**config.mk**
```make
export PLATFORM = sky130hd
export DESIGN_NAME = regfile_port_arbiter
export DESIGN_NICKNAME = d
export VERILOG_FILES = /design/src/rtl/regfile_port_arbiter.sv
export SDC_FILE = /design/constraint.sdc
export NUM_CORES = 1
export LEC_CHECK = 0
export BUFFER_PORTS_ARGS = -buffer_cell sky130_fd_sc_hd__buf_2
export CAP_MARGIN = 40
export CELL_PAD_IN_SITES_DETAIL_PLACEMENT = 1
export CELL_PAD_IN_SITES_GLOBAL_PLACEMENT = 1
export CORE_MARGIN = 2
export CORE_UTILIZATION = 43
export DETAILED_ROUTE_END_ITERATION = 10
export PLACE_DENSITY = 0.91
export SLEW_MARGIN = 15
export SYNTH_ARGS = -nofsm -noshare
export SYNTH_HDL_FRONTEND = slang
export SYNTH_SLANG_ARGS = --single-unit
```
**constraint.sdc**
```tcl
create_clock -name clk -period 8.65 [get_ports clk]
set_clock_uncertainty 0.1 [all_clocks]
set_input_delay 0.4325 -clock clk [delete_from_list [all_inputs] [get_ports clk]]
set_output_delay 0.4325 -clock clk [all_outputs]
set_load 0.05 [all_outputs]
```
**src/rtl/regfile_port_arbiter.sv**
```systemverilog
// Register-file write-port arbiter: ALU writebacks normally win over a 2-entry in-order
// memory-load FIFO, with a starvation guard and a pending-destination scoreboard.
module regfile_port_arbiter (
  input  logic        clk,
  input  logic        rst_n,
  input  logic        alu_valid,
  input  logic [3:0]  alu_rd_i,
  input  logic [15:0] alu_rd,
  output logic        alu_ready,
  input  logic        mem_valid,
  input  logic [3:0]  mem_index,
  input  logic [15:0] mem_data,
  output logic        mem_ready,
  input  logic        issue_valid,
  input  logic [3:0]  issue_rd,
  input  logic [3:0]  rs1_i,
  input  logic [3:0]  rs2_i,
  output logic        hazard,
  output logic        wr_en,
  output logic [3:0]  wr_index,
  output logic [15:0] wr_data,
  output logic [1:0]  fifo_count
);

  typedef enum logic [1:0] {
    GNT_NONE,
    GNT_ALU,
    GNT_FIFO
  } grant_e;

  localparam logic [1:0] STARVE_MAX = 2'd3;

  logic [1:0]  entry_valid;
  logic        head_ptr;
  logic [3:0]  entry_index [2];
  logic [15:0] entry_data  [2];
  logic [1:0]  starve_cnt;
  logic [15:0] pending;

  grant_e      grant;
  logic        fifo_empty;
  logic        fifo_full;
  logic        push;
  logic        pop;
  logic        tail_ptr;
  logic        alu_eligible;
  logic [3:0]  grant_index;
  logic [15:0] grant_data;
  logic [1:0]  starve_next;
  logic [15:0] pending_next;

  assign fifo_count   = {1'b0, entry_valid[0]} + {1'b0, entry_valid[1]};
  assign fifo_empty   = (entry_valid == 2'b00);
  assign fifo_full    = (entry_valid == 2'b11);
  assign mem_ready    = !fifo_full;
  assign alu_ready    = (starve_cnt != STARVE_MAX);
  assign alu_eligible = alu_valid && alu_ready && (alu_rd_i != 4'd0);
  assign push         = mem_valid && mem_ready;
  assign pop          = (grant == GNT_FIFO);

  // An empty FIFO fills at the head slot; with one entry the new load goes behind it.
  assign tail_ptr = fifo_empty ? head_ptr : ~head_ptr;

  always_comb begin
    // NOTE: every output of this block gets a default first so no path leaves it unassigned (no latch).
    grant       = GNT_NONE;
    grant_index = 4'd0;
    grant_data  = 16'd0;
    if (alu_eligible) begin
      grant       = GNT_ALU;
      grant_index = alu_rd_i;
      grant_data  = alu_rd;
    end else if (!fifo_empty) begin
      grant       = GNT_FIFO;
      grant_index = entry_index[head_ptr];
      grant_data  = entry_data[head_ptr];
    end
  end

  // The counter can only reach 3 while loads wait, and at 3 the ALU is held off.
  always_comb begin
    starve_next = starve_cnt;
    if (fifo_empty || (grant == GNT_FIFO)) begin
      starve_next = 2'd0;
    end else if (grant == GNT_ALU) begin
      starve_next = starve_cnt + 2'd1;
    end
  end

  // Set is applied after clear so a same-cycle issue keeps the register pending.
  always_comb begin
    pending_next = pending;
    if (grant != GNT_NONE) begin
      pending_next[grant_index] = 1'b0;
    end
    if (issue_valid && (issue_rd != 4'd0)) begin
      pending_next[issue_rd] = 1'b1;
    end
    pending_next[0] = 1'b0;
  end

  assign hazard = ((rs1_i != 4'd0) && pending[rs1_i]) ||
                  ((rs2_i != 4'd0) && pending[rs2_i]);

  always_ff @(posedge clk or negedge rst_n) begin
    // NOTE: sequential state uses non-blocking assignments so every flop samples pre-edge values.
    if (!rst_n) begin
      entry_valid <= 2'b00;
      head_ptr    <= 1'b0;
    end else begin
      if (pop) begin
        entry_valid[head_ptr] <= 1'b0;
        head_ptr              <= ~head_ptr;
      end
      if (push) begin
        entry_valid[tail_ptr] <= 1'b1;
      end
    end
  end

  // NOTE: the payload array is deliberately not reset; entry_valid alone decides what is live.
  always_ff @(posedge clk) begin
    if (push) begin
      entry_index[tail_ptr] <= mem_index;
      entry_data[tail_ptr]  <= mem_data;
    end
  end

  always_ff @(posedge clk or negedge rst_n) begin
    if (!rst_n) begin
      starve_cnt <= 2'd0;
      pending    <= 16'd0;
    end else begin
      starve_cnt <= starve_next;
      pending    <= pending_next;
    end
  end

  // wr_index/wr_data only move on a grant so they hold through idle cycles.
  always_ff @(posedge clk or negedge rst_n) begin
    if (!rst_n) begin
      wr_en    <= 1'b0;
      wr_index <= 4'd0;
      wr_data  <= 16'd0;
    end else begin
      wr_en <= (grant != GNT_NONE);
      if (grant != GNT_NONE) begin
        wr_index <= grant_index;
        wr_data  <= grant_data;
      end
    end
  end

endmodule

```
# After elaboration in Yosys (flattened, before gate mapping)

Memory sizes are Yosys's and may differ from the RTL's.
Cells that the tools add are included.

Memories kept: 2
Memory bits (writable): 40
Flip-flop bits (word level): 41
Input bits: 57
Logic and storage cells: 79
Output and inout bits: 26

Memory list:

| memory      | depth | width | rd ports | clocked after Yosys merged registers in | wr ports | line | source |
|---|---|---|---|---|---|---|---|
| entry_data  | 2     | 16    | 1        | 0                                       | 1        | 36   | `logic [15:0] entry_data [2];` |
| entry_index | 2     | 4     | 1        | 0                                       | 1        | 35   | `logic [3:0] entry_index [2];` |

Reduce and logical (&&, ||, !) cells: 20
Add/subtract/negate cells: 2
Bitwise operators: 7
Equality and inequality tests: 4
Mux-type cells: 27
Order comparisons: 10

Operator list:

| cell                                                                                 | number |
|---|---|
| 16-bit 2-to-1 mux                                                                    | 4 |
| 4-bit by 5-bit less-than comparator with 1-bit output (second input constant)        | 4 |
| 16-bit AND                                                                           | 1 |
| 16-bit NOT                                                                           | 1 |
| 16-bit OR                                                                            | 1 |
| 4-bit nonzero test                                                                   | 4 |
| 2-bit 2-to-1 mux                                                                     | 6 |
| 1-bit logical AND                                                                    | 10 |
| 1-bit 2-to-1 mux                                                                     | 9 |
| 1-bit binary-select mux with 4-bit select                                            | 2 |
| 1-bit demux with 4-bit select                                                        | 2 |
| 4-bit by 1-bit greater-or-equal comparator with 1-bit output (second input constant) | 2 |
| 4-bit 2-to-1 mux                                                                     | 2 |
| 2-bit equality test (second input constant)                                          | 2 |
| 1-bit by 2-bit less-than comparator with 1-bit output (second input constant)        | 2 |
| 2-bit nonzero test                                                                   | 2 |
| 1-bit by 1-bit adder with 2-bit output                                               | 1 |
| 2-bit by 1-bit adder with 2-bit output (second input constant)                       | 1 |
| 2-bit AND                                                                            | 1 |
| 1-bit demux with 1-bit select                                                        | 2 |
| 2-bit by 1-bit equality test with 1-bit output (second input constant)               | 1 |
| 1-bit greater-or-equal comparator (second input constant)                            | 2 |
| 2-bit logical NOT                                                                    | 1 |
| 1-bit logical OR                                                                     | 2 |
| 5 further kinds                                                                      | 5 |

# Longest topological paths before layout

Word-level depth: 13
Gate-level depth with buffers: 8

# Worst setup path after synthesis

OpenSTA, ideal clock, no wires.

Path kind: register -> register
From: register entry_valid[0]
To: memory entry_data[1][0] (enable)
Slack: 5620 ps
Buffers on the path: 1
Arrival: 2502 ps
Cell stages (with the launch flop): 6
Setup time: 428 ps
Path through: dfrtp_1 > inv_1 > ha_1 > buf_2 > xor2_1 > nor3b_1

Cells in the longest elaborated chain, start to end: 5

RTL lines:

| element                                | line | source |
|---|---|---|
| start: declaration                     | 33   | `logic [1:0] entry_valid;` |
| start signal: assignment               | 108  | `entry_valid <= 2'b00;` |
| start signal: indexed assignment       | 112  | `entry_valid[head_ptr] <= 1'b0;` |
| start signal: indexed assignment       | 116  | `entry_valid[tail_ptr] <= 1'b1;` |
| 2-bit equality test                    | 54   | `assign fifo_full = (entry_valid == 2'b11);` |
| 1-bit logical NOT                      | 55   | `assign mem_ready = !fifo_full;` |
| 1-bit logical AND                      | 58   | `assign push = mem_valid && mem_ready;` |
| 1-bit 2-to-1 mux                       | 123  | `if (push) begin` |
| 1-bit 2-to-1 mux (implied by the code) | 125  | `entry_data[tail_ptr] <= mem_data;` |
| end: declaration                       | 36   |  |

Several ways; a longest one is shown, not always the timed one.

# Worst setup path after layout

From: register starve_cnt[0]
To: register pending[9]

Cells in the longest elaborated chain, start to end: 13

RTL lines:

| element                                                                                                                                                     | line | source |
|---|---|---|
| start: declaration                                                                                                                                          | 37   | `logic [1:0] starve_cnt;` |
| start signal: assignment                                                                                                                                    | 134  | `starve_cnt <= starve_next;` |
| 2-bit inequality test (*)                                                                                                                                   | 56   | `assign alu_ready = (starve_cnt != STARVE_MAX);` |
| 1-bit logical AND (*) (2 in series)                                                                                                                         | 57   | `assign alu_eligible = alu_valid && alu_ready && (alu_rd_i != 4'd0);` |
| 4-bit 2-to-1 mux                                                                                                                                            | 69   | `if (alu_eligible) begin` |
| 4-bit by 5-bit less-than comparator with 1-bit output (implied by the code) or 4-bit by 1-bit greater-or-equal comparator with 1-bit output (tied branches) | 94   | `pending_next[grant_index] = 1'b0;` |
| 1-bit logical AND (implied by the code)                                                                                                                     | 94   |  |
| 1-bit 2-to-1 mux (implied by the code)                                                                                                                      | 94   |  |
| 1-bit demux with 4-bit select                                                                                                                               | 94   |  |
| 16-bit NOT (no source line)                                                                                                                                 | --   |  |
| 16-bit AND (no source line)                                                                                                                                 | --   |  |
| 16-bit 2-to-1 mux (*)                                                                                                                                       | 93   | `if (grant != GNT_NONE) begin` |
| 16-bit OR (no source line)                                                                                                                                  | --   |  |
| 16-bit 2-to-1 mux (*)                                                                                                                                       | 96   | `if (issue_valid && (issue_rd != 4'd0)) begin` |
| via pending_next[9]                                                                                                                                         | 50   | `logic [15:0] pending_next;` |
| end signal: assignment                                                                                                                                      | 135  | `pending <= pending_next;` |
| end: declaration                                                                                                                                            | 38   | `logic [15:0] pending;` |

Mark *: on every way through the listed nets, which the timed path passes. The rest lies on a longest branch.
A chain may end at the register's enable or synchronous reset.

==> impl_summary.log <==
INFO  metric cts_root_buffer = clkbuf_8
INFO  metric synth_edf_count = 40
INFO  metric floorplan.die.height = 97.0 um
INFO  metric critPathKind = register to register
INFO  metric vdd.ir_drop.worst = 0.235 mV
INFO  metric drt.antenna.violating_nets = 0
INFO  metric timing.final.crit_period = 2.83 ns
INFO  metric final_weighted_congestion_of_routability_driven_global_placement = 0.852
INFO  metric synthArstFlopShare = 0.506
INFO  metric tritoncts = done
INFO  metric yosys.cell_count.top_type = nor2_1
INFO  metric final_cell_area = 4460 um^2
INFO  metric total_count_of_max_transition_violations_in_the_final_report = 0
INFO  metric synth.top_cell.area_share = 0.323
INFO  metric critical_path.startpoint_type = register
INFO  metric number_of_fill_cells = 881
INFO  metric synth.cells.most_frequent = nor2_1 (50), dfrtp_1 (41), edfxtp_1 (40)
INFO  metric first_pass_grt_wire_length = 16400 um
INFO  metric final.setup.tns = 0 ns
INFO  metric wl_per_cell = 20.8 um
INFO  metric final_critical_path_setup_slack = 5.82 ns
INFO  metric dr.pass1.iters = 4
INFO  metric worst-endpoint-required = 8.82 ns
INFO  metric p_clk_frac = 0.166
INFO  metric number_of_input_and_output_port_buffers_inserted = 82
INFO  metric critical_path_arrival = 3.00 ns
INFO  metric floorplan.initialDensity = 0.448
INFO  metric cts-root-to-sink-buffers = 2
INFO  metric critPathLaunch = starve_cnt[0]
INFO  metric vias = 2880
INFO  metric ctsResizeCount = 0
INFO  metric path_clk_slew = 0.09 ns
INFO  metric top_level_ports = 83
INFO  metric post-route-drc-count = 0
INFO  metric rsz0062_at_grt = no
INFO  metric cts_setup_buffers = 0
INFO  metric critical_path.top_delay_family = simple AND/OR/NAND/NOR gates
INFO  metric dpl.hpwl = 8100 um
INFO  metric synth_area = 3720 um^2
INFO  metric preCtsSetupSlack = 5.88 ns
INFO  metric cp_num_buf_inv = 0
INFO  metric power.share.switching = 0.446
INFO  metric number_of_buffers_inserted_during_clock_tree_synthesis = 9
INFO  metric max_stage_delay = 0.68 ns
INFO  metric antennaDiodeCount = 0
INFO  metric rows = 33
INFO  metric fp.dieArea = 9410 um^2
INFO  metric internal_power = 0.932 mW
INFO  metric slew-limit-headroom = 0.479
INFO  metric worstReg2RegEnd = pending[9]
INFO  metric floorplan.die.width = 97.0 um
INFO  metric worst_setup_path_end_kind = register
INFO  metric combinationalPowerShare = 0.436
INFO  metric wl = 10300 um
INFO  metric placed_instance_count = 477
INFO  metric hold_path.class = input port to register
INFO  metric crit_fanout = 21
INFO  metric timing.rr.start = starve_cnt[0]
INFO  metric setup_viol = 0
INFO  metric maximum_number_of_pins_on_one_net_before_global_route_repair = 26
INFO  metric status = finished, final reports clean
INFO  metric finalCritPeriodShare = 0.327
INFO  metric maxClockFrequency = 0.354 GHz
INFO  metric antenna_found_initial = 0
INFO  metric crit_path_end = pending[9]
INFO  metric sequentialPowerShare = 0.399
INFO  metric yosysSeqAreaShare = 0.599
INFO  metric yosys_warnings = 0
INFO  metric netlist-cell-type-count = 46
INFO  metric postPlaceCellArea = 4240 um^2
INFO  metric layout.cells.non_filler = 495
INFO  metric postSynthAreaPerCell = 12.4 um^2
INFO  metric final_hold_viol_count = 0
INFO  metric synth_fp_nets = 359
INFO  metric worst-r2r-cell-count = 5
INFO  metric rrSetupSlack = 5.82 ns
INFO  metric ranking_of_synthesized_cells_by_area = edfxtp_1 (32%), dfrtp_1 (28%), nor2_1 (5.0%)
INFO  metric worstSkewPairLatency = 0.35 ns
INFO  metric tightestPinTransition = 0.780 ns
INFO  metric ratio_of_total_power_to_cell_area = 378 nW/um^2
INFO  metric synth_top_area_cell = edfxtp_1
INFO  metric dominantRegCellSynth = dfrtp_1
INFO  metric ys_seq_elements = 81
INFO  metric crit_cells = 5
INFO  metric synthesis.instances = 299
INFO  metric total_switching_power = 0.751 mW
INFO  metric design.final.nets = 445
INFO  metric max_cap_violations = 0
INFO  metric grt.overflow.total = 0
INFO  metric cellLeakagePower = 1.81 nW
INFO  metric detailedRoute.firstIterationViolations = 139
INFO  metric crit_slowest_cell = nand2_1
INFO  metric groute.usage.overall = 0.226
INFO  metric areaGrowthSynthToFinish = 20.0%
INFO  metric placeable_core_region = 8300 um^2
INFO  metric htree_levels = 3
INFO  metric avgViaCountPerCell = 5.82
INFO  metric grt_pass1_vias = 3140
INFO  metric finish.utilization = 0.537
INFO  metric clock-sinks = 81
INFO  metric sequence_of_cells_on_the_critical_path = ha_1, nor2b_1, nand2_1, o211a_1, a31oi_1
INFO  metric final_layout_size_suffix_gt1_frac = 0.323
## flip-flops by register name, summed over array words and instances (netlist names)
signal,flops
starve_cnt,2
head_ptr,1
entry_index,8
entry_valid,2
wr_data,16
pending,15
entry_data,32
wr_en,1
wr_index,4
## power groups by stage
stage	Combinational (mW)	Sequential [mW]	Clock (mW)
6_report	0.734	0.671	0.279
5_1_grt	0.783	0.685	0.305
4_1_cts	0.734	0.671	0.285
3_5_place_dp	0.730	0.677	0
3_3_place_gp	0.680	0.664	0
2_1_floorplan	0.381	0.795	0
## metrics by stage
stage          power [mW]  hold slack (ns)
3_3_place_gp         1.34            0.327
6_report             1.68            0.164
2_1_floorplan        1.18           0.0369
4_1_cts              1.69            0.150
3_5_place_dp         1.41            0.298
5_1_grt              1.77            0.132
## placed cells by master (no fill, tap or decap), drive strengths merged, types with 2 or more instances in the layout
| cell | n |
|---|---|
| a31oi | 10 |
| o31ai | 2 |
| mux2i | 5 |
| or4 | 2 |
| nand3 | 2 |
| nand3b | 4 |
| and3 | 2 |
| or2 | 4 |
| a221oi | 18 |
| nor2 | 50 |
| o21ai | 5 |
| o211ai | 4 |
| nor3 | 14 |
| and2 | 3 |
| nand2 | 7 |
| nand2b | 4 |
| buf | 89 |
| nor2b | 4 |
| o21bai | 2 |
| mux2 | 3 |
| xor2 | 2 |
| o2bb2ai | 16 |
| a21oi | 8 |
| edfxtp | 40 |
| clkbuf | 9 |
| ha | 3 |
| a211o | 2 |
| inv | 10 |
| a211oi | 3 |
| clkinv | 3 |
| dfrtp | 41 |
| mux4 | 7 |
## cell families after synthesis
kind of cell	count (synthesis)	share of synthesized area
buf+inv	23	0.0316
compound gates	75	0.160
xor+xnor	2	0.00471
flops	81	0.599
simple gates	100	0.130
mux	15	0.0650
fa+ha+maj	3	0.0101
## worst reg2reg max path, delay by kind of cell (launching register included)
| family | cells | cell delay, ns |
|---|---|---|
| adders and majority gates | 1 | 0.25 |
| DFF | 1 | 0.41 |
| and+or+nand+nor | 2 | 1.31 |
| AOI/OAI and AO/OA | 2 | 0.67 |
## worst min-delay path by stage
| stage | from | end | slack [ns] | cells after the start |
|---|---|---|---|---|
| 2_1_floorplan | rst_n | entry_valid[0] | 0.04 | 0 |
| 3_3_place_gp | starve_cnt[0] | starve_cnt[0] | 0.33 | 1 |
| 3_5_place_dp | rst_n | pending[13] | 0.30 | 1 |
| 5_1_grt | mem_index[1] | entry_index[0][1] | 0.13 | 1 |
| 6_report | mem_data[10] | entry_data[0][10] | 0.16 | 1 |
| 4_1_cts | mem_data[10] | entry_data[0][10] | 0.15 | 1 |
## timing repair
item                       4_1_cts  5_1_grt
hold buffers                     1        0
setup endpoints to repair        0        0
hold endpoints to repair        16        0
## area by class of cell
type | count | area, um^2 | area share
Clock buffer | 9 | 124 | 0.0278
Clock inverter | 7 | 76.3 | 0.0171
Inverter | 8 | 30.0 | 0.00673
Multi-Input combinational cell | 195 | 1380 | 0.309
Sequential cell | 81 | 2230 | 0.499
Tap cell | 105 | 131 | 0.0295
Timing Repair Buffer | 90 | 493 | 0.111
## per-layer routing
layer / vias to the layer above / share of wire / wire, um / GRT usage
li1: 1315 / - / - / -
met1: 1454 / 0.39 / 4030 / 0.267
met2: 98 / 0.55 / 5680 / 0.412
met3: 13 / 0.044 / 448 / 0.0412
met4: 0 / 0.013 / 133 / 0.0769
met5: - / 0 / 0 / 0
No activity file was read; power rests on OpenSTA's default activity.
